`config.mk`:
```
export PLATFORM = sky130hd
export DESIGN_NAME = apb_gpio_bank_flat
export DESIGN_NICKNAME = d
export VERILOG_FILES = /design/src/rtl/apb_gpio_bank_if.sv /design/src/rtl/apb_gpio_bank.sv /design/src/flat_wrapper.sv
export SDC_FILE = /design/constraint.sdc
export NUM_CORES = 1
export LEC_CHECK = 0
export CAP_MARGIN = 10
export CORE_MARGIN = 10
export CORE_UTILIZATION = 52
export CTS_BUF_LIST = sky130_fd_sc_hd__clkbuf_4 sky130_fd_sc_hd__clkbuf_8
export CTS_CLUSTER_DIAMETER = 80
export DETAILED_ROUTE_END_ITERATION = 16
export PLACE_DENSITY = 0.84
export SLEW_MARGIN = 10
export SYNTH_ARGS = -nofsm -noshare
export SYNTH_HDL_FRONTEND = slang
export SYNTH_SLANG_ARGS = --single-unit
```
`constraint.sdc`:
```
create_clock -name apb_pclk -period 3.1 [get_ports apb_pclk]
set_input_delay 0.93 -clock apb_pclk [delete_from_list [all_inputs] [get_ports apb_pclk]]
set_output_delay 0.93 -clock apb_pclk [all_outputs]
set_load 0.02 [all_outputs]
```
`src/rtl/apb_gpio_bank_if.sv`:
```
// APB slave-side bus bundle for the GPIO bank controller.
// The slave modport drives read data, ready and error back to the bus master.
interface apb_gpio_bank_if;
    logic        apb_psel;
    logic        apb_penable;
    logic        apb_pwrite;
    logic [31:0] apb_paddr;
    logic [31:0] apb_pwdata;
    logic [31:0] apb_prdata;
    logic        apb_pready;
    logic        apb_pslverr;

    modport master (
        output apb_psel, apb_penable, apb_pwrite, apb_paddr, apb_pwdata,
        input  apb_prdata, apb_pready, apb_pslverr
    );

    modport slave (
        input  apb_psel, apb_penable, apb_pwrite, apb_paddr, apb_pwdata,
        output apb_prdata, apb_pready, apb_pslverr
    );
endinterface

```
`src/rtl/apb_gpio_bank.sv`:
```
// APB GPIO controller: NUM_PORTS banks of PORT_WIDTH pins with synchronised inputs,
// atomic set/clear of outputs, and per-pin edge interrupts with write-1-to-clear status.
module apb_gpio_bank #(
    parameter int NUM_PORTS   = 2,
    parameter int PORT_WIDTH  = 32,
    parameter int SYNC_STAGES = 2
) (
    input  logic                            apb_pclk,
    input  logic                            apb_prst,
    apb_gpio_bank_if.slave                  apb,
    input  logic [NUM_PORTS*PORT_WIDTH-1:0] gpio_i,
    output logic [NUM_PORTS*PORT_WIDTH-1:0] gpio_o,
    output logic [NUM_PORTS*PORT_WIDTH-1:0] gpio_oe,
    output logic                            irq
);
    localparam int W = NUM_PORTS * PORT_WIDTH;

    logic [W-1:0]            oe_q, oe_d, out_q, out_d;
    logic [W-1:0]            rise_en_q, rise_en_d, fall_en_q, fall_en_d;
    logic [W-1:0]            stat_q, stat_d, hist_q, hist_d;
    logic [W-1:0]            sync_q [SYNC_STAGES];
    logic [W-1:0]            sync_d [SYNC_STAGES];
    logic [31:0]             prdata_q, prdata_d;
    logic                    pslverr_q, pslverr_d;

    logic [11:0]             addr_off;
    logic [6:0]              bank_idx;
    logic [2:0]              reg_idx;
    logic                    hit, err, wr_en;
    logic [31:0]             rd_data;
    logic [PORT_WIDTH-1:0]   wdata;
    logic [W-1:0]            sync_last, edge_set, w1c_mask;
    logic                    unused_bits;

    // Banks start at 0x040 on a 0x20 stride, so the offset's upper bits give the bank.
    assign addr_off    = apb.apb_paddr[11:0] - 12'h040;
    assign bank_idx    = addr_off[11:5];
    assign reg_idx     = addr_off[4:2];
    assign hit         = (apb.apb_paddr[11:0] >= 12'h040) && (int'(bank_idx) < NUM_PORTS);
    assign err         = !hit || (apb.apb_pwrite && reg_idx == 3'd2);
    assign wr_en       = apb.apb_psel && apb.apb_penable && apb.apb_pwrite && !err;
    assign wdata       = apb.apb_pwdata[PORT_WIDTH-1:0];
    assign unused_bits = ^{apb.apb_paddr[31:12], addr_off[1:0], apb.apb_pwdata};

    always_comb begin
        sync_last = sync_q[SYNC_STAGES-1];
        edge_set  = (sync_last & ~hist_q & rise_en_q) | (~sync_last & hist_q & fall_en_q);
        hist_d    = sync_last;
        sync_d[0] = gpio_i;
        for (int s = 1; s < SYNC_STAGES; s++) begin
            sync_d[s] = sync_q[s-1];
        end

        oe_d      = oe_q;
        out_d     = out_q;
        rise_en_d = rise_en_q;
        fall_en_d = fall_en_q;
        w1c_mask  = '0;
        rd_data   = '0;
        for (int p = 0; p < NUM_PORTS; p++) begin
            if (hit && int'(bank_idx) == p) begin
                case (reg_idx)
                    3'd0: begin
                        rd_data = 32'(oe_q[p*PORT_WIDTH +: PORT_WIDTH]);
                        if (wr_en) oe_d[p*PORT_WIDTH +: PORT_WIDTH] = wdata;
                    end
                    3'd1: begin
                        rd_data = 32'(out_q[p*PORT_WIDTH +: PORT_WIDTH]);
                        if (wr_en) out_d[p*PORT_WIDTH +: PORT_WIDTH] = wdata;
                    end
                    3'd2: rd_data = 32'(sync_last[p*PORT_WIDTH +: PORT_WIDTH]);
                    3'd3: begin
                        if (wr_en) out_d[p*PORT_WIDTH +: PORT_WIDTH] =
                            out_q[p*PORT_WIDTH +: PORT_WIDTH] | wdata;
                    end
                    3'd4: begin
                        if (wr_en) out_d[p*PORT_WIDTH +: PORT_WIDTH] =
                            out_q[p*PORT_WIDTH +: PORT_WIDTH] & ~wdata;
                    end
                    3'd5: begin
                        rd_data = 32'(rise_en_q[p*PORT_WIDTH +: PORT_WIDTH]);
                        if (wr_en) rise_en_d[p*PORT_WIDTH +: PORT_WIDTH] = wdata;
                    end
                    3'd6: begin
                        rd_data = 32'(fall_en_q[p*PORT_WIDTH +: PORT_WIDTH]);
                        if (wr_en) fall_en_d[p*PORT_WIDTH +: PORT_WIDTH] = wdata;
                    end
                    3'd7: begin
                        rd_data = 32'(stat_q[p*PORT_WIDTH +: PORT_WIDTH]);
                        if (wr_en) w1c_mask[p*PORT_WIDTH +: PORT_WIDTH] = wdata;
                    end
                endcase
            end
        end

        // A new edge on the same cycle as a W1C keeps the bit set.
        stat_d = (stat_q & ~w1c_mask) | edge_set;

        // Response is captured in the setup phase and held through the access phase.
        if (apb.apb_psel && !apb.apb_penable) begin
            prdata_d  = apb.apb_pwrite ? 32'h0 : rd_data;
            pslverr_d = err;
        end else if (apb.apb_psel) begin
            prdata_d  = prdata_q;
            pslverr_d = pslverr_q;
        end else begin
            prdata_d  = 32'h0;
            pslverr_d = 1'b0;
        end
    end

    always_ff @(posedge apb_pclk) begin
        if (apb_prst) begin
            oe_q      <= '0;
            out_q     <= '0;
            rise_en_q <= '0;
            fall_en_q <= '0;
            stat_q    <= '0;
            hist_q    <= '0;
            prdata_q  <= '0;
            pslverr_q <= 1'b0;
            for (int s = 0; s < SYNC_STAGES; s++) sync_q[s] <= '0;
        end else begin
            oe_q      <= oe_d;
            out_q     <= out_d;
            rise_en_q <= rise_en_d;
            fall_en_q <= fall_en_d;
            stat_q    <= stat_d;
            hist_q    <= hist_d;
            prdata_q  <= prdata_d;
            pslverr_q <= pslverr_d;
            for (int s = 0; s < SYNC_STAGES; s++) sync_q[s] <= sync_d[s];
        end
    end

    assign apb.apb_prdata  = prdata_q;
    assign apb.apb_pslverr = pslverr_q;
    assign apb.apb_pready  = 1'b1;
    assign gpio_o          = out_q;
    assign gpio_oe         = oe_q;
    assign irq             = |stat_q;
endmodule

```
`src/flat_wrapper.sv`:
```
// flat-port wrapper written by rule: the top's interface ports become plain ports
module apb_gpio_bank_flat 
#(
    parameter int NUM_PORTS   = 2,
    parameter int PORT_WIDTH  = 32,
    parameter int SYNC_STAGES = 2
)
  (apb_pclk, apb_prst, gpio_i, gpio_o, gpio_oe, irq, apb_apb_psel, apb_apb_penable, apb_apb_pwrite, apb_apb_paddr, apb_apb_pwdata, apb_apb_prdata, apb_apb_pready, apb_apb_pslverr);
  apb_gpio_bank_if apb_i ();
  input  logic apb_pclk;
  input  logic apb_prst;
  input  logic [NUM_PORTS*PORT_WIDTH-1:0] gpio_i;
  output logic [NUM_PORTS*PORT_WIDTH-1:0] gpio_o;
  output logic [NUM_PORTS*PORT_WIDTH-1:0] gpio_oe;
  output logic irq;
  input wire logic [$bits(apb_i.apb_psel)-1:0] apb_apb_psel;
  input wire logic [$bits(apb_i.apb_penable)-1:0] apb_apb_penable;
  input wire logic [$bits(apb_i.apb_pwrite)-1:0] apb_apb_pwrite;
  input wire logic [$bits(apb_i.apb_paddr)-1:0] apb_apb_paddr;
  input wire logic [$bits(apb_i.apb_pwdata)-1:0] apb_apb_pwdata;
  output wire logic [$bits(apb_i.apb_prdata)-1:0] apb_apb_prdata;
  output wire logic [$bits(apb_i.apb_pready)-1:0] apb_apb_pready;
  output wire logic [$bits(apb_i.apb_pslverr)-1:0] apb_apb_pslverr;
  assign apb_i.apb_psel = apb_apb_psel;
  assign apb_i.apb_penable = apb_apb_penable;
  assign apb_i.apb_pwrite = apb_apb_pwrite;
  assign apb_i.apb_paddr = apb_apb_paddr;
  assign apb_i.apb_pwdata = apb_apb_pwdata;
  assign apb_apb_prdata = apb_i.apb_prdata;
  assign apb_apb_pready = apb_i.apb_pready;
  assign apb_apb_pslverr = apb_i.apb_pslverr;
  apb_gpio_bank #(.NUM_PORTS(NUM_PORTS), .PORT_WIDTH(PORT_WIDTH), .SYNC_STAGES(SYNC_STAGES)) u_core (.apb_pclk(apb_pclk), .apb_prst(apb_prst), .apb(apb_i), .gpio_i(gpio_i), .gpio_o(gpio_o), .gpio_oe(gpio_oe), .irq(irq));
endmodule
```
==> results of run 1 <==
-- through the flow --
step	total power, uW	setup slack [ns]	utilization
finish	14600	-0.270	0.668
detailed placement	8270	-0.611	0.624
global route	15000	-0.306	0.668
floorplan	7780	0.132	-
global placement	8250	-0.509	0.624
CTS	14600	-0.284	0.667
-- flip-flops by register name, indices dropped and copies added, names as in the netlist --
name                    cells
u_core.apb.apb_prdata      32
u_core.gpio_oe             64
u_core.apb.apb_pslverr      1
u_core.gpio_o              64
u_core.fall_en_q           64
u_core.rise_en_q           64
u_core.sync_q             128
u_core.hist_q              64
u_core.stat_q              64
-- per-layer routing --
layer | vias up | share of wire | routed length [um]
li1 | 9533 | - | -
met1 | 10373 | 0.37 | 32000
met2 | 1617 | 0.44 | 37600
met3 | 375 | 0.12 | 10500
met4 | 2 | 0.064 | 5450
met5 | - | 0.00015 | 13
-- critical path, stage by stage (launching register included) --
cell     delay (ns)
dfxtp_1        0.35
nor4_2         0.32
buf_4          0.20
nand4_1        0.14
or4_4          0.60
buf_6          0.15
-- cell usage after synthesis, types with 38 or more instances --
master	number
nand2_1	419
a21oi_1	197
dfxtp_1	545
o22ai_1	47
o21ai_0	120
inv_1	68
nor2_1	38
mux2_2	40
clkbuf_1	178
nand2b_1	66
a31oi_1	68
mux2i_1	104
nor2b_1	196
nand3b_1	129
-- power by group through the flow --
stage,logic [uW],registers (uW),clock network [uW]
after floorplan,493,7290,0
after global placement,942,7310,0
after detailed placement,956,7320,0
after CTS,961,7170,6460
after global routing,1030,7170,6770
final,992,7170,6450
-- worst max-delay path by stage --
stage	from	depth (start not counted)	slack, ns	end
final	u_core.stat_q[33]$_SDFF_PP0_	5	-0.27	irq
after global routing	u_core.stat_q[33]$_SDFF_PP0_	5	-0.31	irq
after CTS	u_core.stat_q[54]$_SDFF_PP0_	5	-0.28	irq
after detailed placement	apb_apb_paddr[6]	8	-0.61	u_core.stat_q[1]$_SDFF_PP0_
after global placement	apb_apb_paddr[6]	8	-0.51	u_core.apb.apb_prdata[26]$_SDFFE_PP0P_
after floorplan	apb_apb_paddr[7]	9	0.13	u_core.stat_q[8]$_SDFF_PP0_
-- logic make-up after synthesis --
group,share of synthesized area
muxes,0.0674
buffers and inverters,0.0490
adders and majority gates,0.00111
xor gates and xnor gates,0.00117
DFF,0.485
AOI/OAI and AO/OA,0.180
and+or+nand+nor,0.216
other,0.000167
-- cell type report --
type                            count  area [um2]
Inverter                           68         255
Timing Repair Buffer              444        4350
Fill cell                        3345       14300
Sequential cell                   545       10900
Antenna cell                        1        2.50
Tap cell                          585         732
Clock buffer                      141        1750
Clock inverter                     10        73.8
Multi-Input combinational cell   1722       10600
-- what timing repair did --
action / CTS / global route
endpoints found under the setup margin: 1 / 2
pin swaps: 2 / 2
buffers inserted: 0 / 0
gates resized for setup: 12 / 4
==> flow_summary.json, run 1 <==
{
  "final_antenna_net_count": 0,
  "antenna_found_initial": 2,
  "placedInstanceArea_um2": 26800,
  "setup_ws_ns": -0.270,
  "viasPerCell": 6.23,
  "critPathKind": "reg2out",
  "grt_use_met2": 0.477,
  "cts_tree": "built",
  "die_height_um": 228,
  "violations": "negative setup slack",
  "holdPathEnd": "u_core.sync_q[0][122]$_SDFF_PP0_",
  "met3_usage": 0.0912,
  "worstSetupEndpointType": "primary output",
  "synth_top_cell_by_area": "dfxtp_1",
  "grt_pass1_vias": 21491,
  "synth_warnings": 0,
  "stdcell_count": 3516,
  "worst_setup_path_start_kind": "register",
  "drt_iter0_drc": 3208,
  "clock_sinks": 545,
  "p_sw_uw": 3540,
  "power.share.combinational": 0.068,
  "die_area_um2": 51900,
  "final_cell_mix": "542 x dfxtp_1, 419 x nand2_1, 267 x clkdlybuf4s50_1, 197 x a21oi_1, 193 x nor2b_1",
  "synthToLayoutAreaGrowth_pct": 27.4,
  "power_switching_share": 0.243,
  "yosys.area.top_type_share": 0.485,
  "insertion_delay_ns": 0.69,
  "path_max_fanout": 3,
  "synthCells": 2544,
  "pwr-share-clk": 0.441,
  "placedCellCount": 3364,
  "p_int_uw": 11100,
  "nets": 3003,
  "r2r_end": "u_core.apb.apb_prdata[25]$_SDFFE_PP0P_",
  "clock_path_buffers": 3,
  "yosysUniqueCellTypes": 61,
  "wl_per_cell_um": 24.3,
  "slew_headroom": 0.433,
  "place.gp.congestion": 0.975,
  "drive_gt1_frac": 0.145,
  "r2r_start": "u_core.sync_q[0][89]$_SDFF_PP0_",
  "setup_viol": 1,
  "first_pass_iters": 7,
  "cp.arrival_ns": 2.44,
  "hold_viol_final": 0,
  "holdWs_ns": 0.418,
  "syn-cell-area_um2": 22500,
  "setup_tns_ns": -0.270,
  "synthFlopType": "dfxtp_1",
  "htreeDepth": 3,
  "leakage_uw": 0.0102,
  "ys_seq_area_frac": 0.485,
  "grt_max_degree": 109,
  "period_needed_ns": 3.37,
  "worstRegToRegCells": 5,
  "finClkSkew_ns": 0.0362,
  "cts_buffers": 87,
  "cts_hold_buf": 0,
  "clock.fmax_mhz": 297,
  "hold_start": "u_core.sync_q[0][58]$_SDFF_PP0_",
  "rows": 76,
  "powerDensity_nw_per_um2": 510,
  "slew_viol_final": 0,
  "outcome": "finished, violations left",
  "grt_use_total": 0.312,
  "cap_violations": 0,
  "synth_edf_count": 0,
  "drc": 0,
  "floorplan.initialDensity": 0.524,
  "dp_hpwl_mm": 58.4,
  "core_area_um2": 42900,
  "num_io_pins": 296,
  "io_buffers": 272,
  "synth_fp_nets": 2679,
  "worstMarginPinSlew_ns": 0.843,
  "fin_crit_sh": 1.09,
  "grt_pass1_wl_mm": 128,
  "root_buffer": "clkbuf_8",
  "synth_area_leaders": "dfxtp_1 49%, nand2_1 7.0%, nor2b_1 5.5%, mux2i_1 4.6%, a21oi_1 4.4%",
  "syn_avg_cell_area_um2": 8.83,
  "reg2reg_slack_ns": 1.57,
  "power_frac_seq": 0.491,
  "grtUsageMet1": 0.383,
  "ys_seq_elements": 545,
  "hold_path_depth": 1,
  "overflow": 0,
  "ir_drop_v": 0.000372,
  "clk_pin_slew_ns": 0.06,
  "cp.required_ns": 2.17,
  "top_usage_layer": "met2",
  "fin_area_um2": 28600,
  "dieWidth_um": 228,
  "vias": 21900,
  "final_common_cell": "dfxtp_1",
  "synth-async-reset-ratio": 0,
  "hp-class": "reg2reg",
  "drt-total-wl_mm": 85.5,
  "rsz0062_at_grt": "true"
}
Note: power is estimated with default switching activity, not from simulation.
==> inputs of run 2 (changes only) <==
CELL_PAD_IN_SITES_DETAIL_PLACEMENT = 0   (was unset)
CELL_PAD_IN_SITES_GLOBAL_PLACEMENT = 1   (was unset)
CORE_UTILIZATION = 39   (was 52)
PLACE_DENSITY = 0.83   (was 0.84)
==> flow_summary.json, run 2 (synthesis gave the netlist of run 1 again) <==
{
  "outcome": "finished, violations left",
  "violations": "negative setup slack",
  "first_pass_iters": 5,
  "crit_chain": "nor4_1 > nand4_1 > or4_4 > buf_6",
  "clk_pin_slew_ns": 0.06,
  "placedInstanceArea_um2": 27100,
  "critPathKind": "reg2out",
  "cap_violations": 0,
  "drive_gt1_frac": 0.153,
  "die_area_um2": 67600,
  "worst_setup_path_start_kind": "register",
  "rsz0062_at_grt": "true",
  "place.gp.congestion": 0.931,
  "max_stage_delay_ns": 0.62,
  "die_height_um": 260,
  "period_needed_ns": 3.37,
  "core_area_um2": 56700,
  "wl_per_cell_um": 24.1,
  "viasPerCell": 5.74,
  "setup_viol": 1,
  "htreeDepth": 3,
  "drt-total-wl_mm": 89.5,
  "ir_drop_v": 0.000285,
  "slew_viol_final": 0,
  "cts_buffers": 94,
  "grt_max_degree": 106,
  "drt_iter0_drc": 2412,
  "nets": 3025,
  "hold_viol_final": 0,
  "finalPower_uw": 15200,
  "crit_path_top_delay_cell": "or4_4",
  "clock.fmax_mhz": 296,
  "floorplan.initialDensity": 0.396,
  "grt_use_total": 0.254,
  "finClkSkew_ns": 0.0376,
  "synthToLayoutAreaGrowth_pct": 29.9,
  "overflow": 0,
  "path_max_fanout": 2,
  "cp.arrival_ns": 2.44,
  "rows": 87,
  "cts_tree": "built",
  "root_buffer": "clkbuf_8",
  "clock_path_buffers": 3,
  "top_register": "u_core.sync_q",
  "crit_family": "simple AND/OR/NAND/NOR gates",
  "final_antenna_net_count": 0,
  "fin_crit_sh": 1.09,
  "final_common_cell": "dfxtp_1",
  "vias": 21329,
  "powerDensity_nw_per_um2": 519,
  "dp_hpwl_mm": 62.0,
  "final_util": 0.515,
  "final_cell_mix": "542 x dfxtp_1, 419 x nand2_1, 267 x clkdlybuf4s50_1, 197 x a21oi_1, 193 x nor2b_1",
  "worstMarginPinSlew_ns": 0.800,
  "holdWs_ns": 0.415,
  "leakage_uw": 0.0104,
  "insertion_delay_ns": 0.71,
  "io_buffers": 272,
  "num_io_pins": 296,
  "drc": 0,
  "setup_ws_ns": -0.274,
  "grt_pass1_vias": 20856,
  "slew_headroom": 0.462,
  "dieWidth_um": 260,
  "fin_area_um2": 29200,
  "largest_register_ffs": 128,
  "antenna_found_initial": 2,
  "clock_sinks": 545,
  "crit_buf_inv": 1,
  "cp.required_ns": 2.17,
  "hp-class": "reg2reg",
  "worstSetupEndpointType": "primary output",
  "grt_pass1_wl_mm": 131
}
==> run 2: cell count changes in the layout (fill, tap and decap cells not counted), sizes merged <==
cell,previous run,this run
clkinv,4,7
bufinv,0,3
clkbuf,141,150
diode,1,3
inv,71,69
clkinvlp,3,2
buf,177,192
==> run 2: final timing paths <==
kind | start | endpoint | slack, ns | depth (start not counted)
hold / removal | u_core.sync_q[0][46]$_SDFF_PP0_ | u_core.sync_q[0][110]$_SDFF_PP0_ | 0.42 | 1
setup / recovery | u_core.stat_q[28]$_SDFF_PP0_ | irq | -0.27 | 4
setup reg to reg | u_core.stat_q[15]$_SDFF_PP0_ | u_core.apb.apb_prdata[15]$_SDFFE_PP0P_ | 1.60 | 5
hold reg to reg | u_core.sync_q[0][46]$_SDFF_PP0_ | u_core.sync_q[0][110]$_SDFF_PP0_ | 0.42 | 1
==> run 2: stage by stage <==
stage | worst slack [ns] | TNS, ns | cells
floorplan | 0.132 | 0 | 2544
global placement | -0.515 | -91.64 | 3550
detailed placement | -0.552 | -103.46 | 3550
CTS | -0.340 | -0.340 | 3713
global route | -0.339 | -0.339 | 3715
finish | -0.274 | -0.274 | 3716
==> run 2: what timing repair did <==
item	4_1_cts	5_1_grt
cloned	0	0
pin swaps	2	1
setup buffers	0	0
hold buffers	0	0
endpoints found under the setup margin	1	1
resized for setup	11	8
endpoints found under the hold margin	0	0
==> run 2: power breakdown <==
group	internal (uW)	leakage [uW]	total, uW	switching [uW]
clock network	4010	0.00107	6960	2960
logic	414	0.00492	1010	601
registers	7110	0.00442	7170	65.2
==> run 2: layout make-up <==
cell class	instances	area (um2)
antenna	3	7.51
clock inverter	13	149
fill	5215	27500
clock buffer	150	1850
sequential	545	10900
multi-input combinational	1722	10600
tap	756	946
inverter	68	255
timing repair buffer	459	4490
==> run 2: per-layer routing <==
| metal | GRT usage | vias up | wire [um] |
|---|---|---|---|
| met1 | 0.330 | 10397 | 37200 |
| met4 | 0.113 | 0 | 3170 |
| li1 | - | 9596 | - |
| met5 | 0 | - | 0 |
| met2 | 0.397 | 1137 | 40800 |
| met3 | 0.0564 | 199 | 8380 |
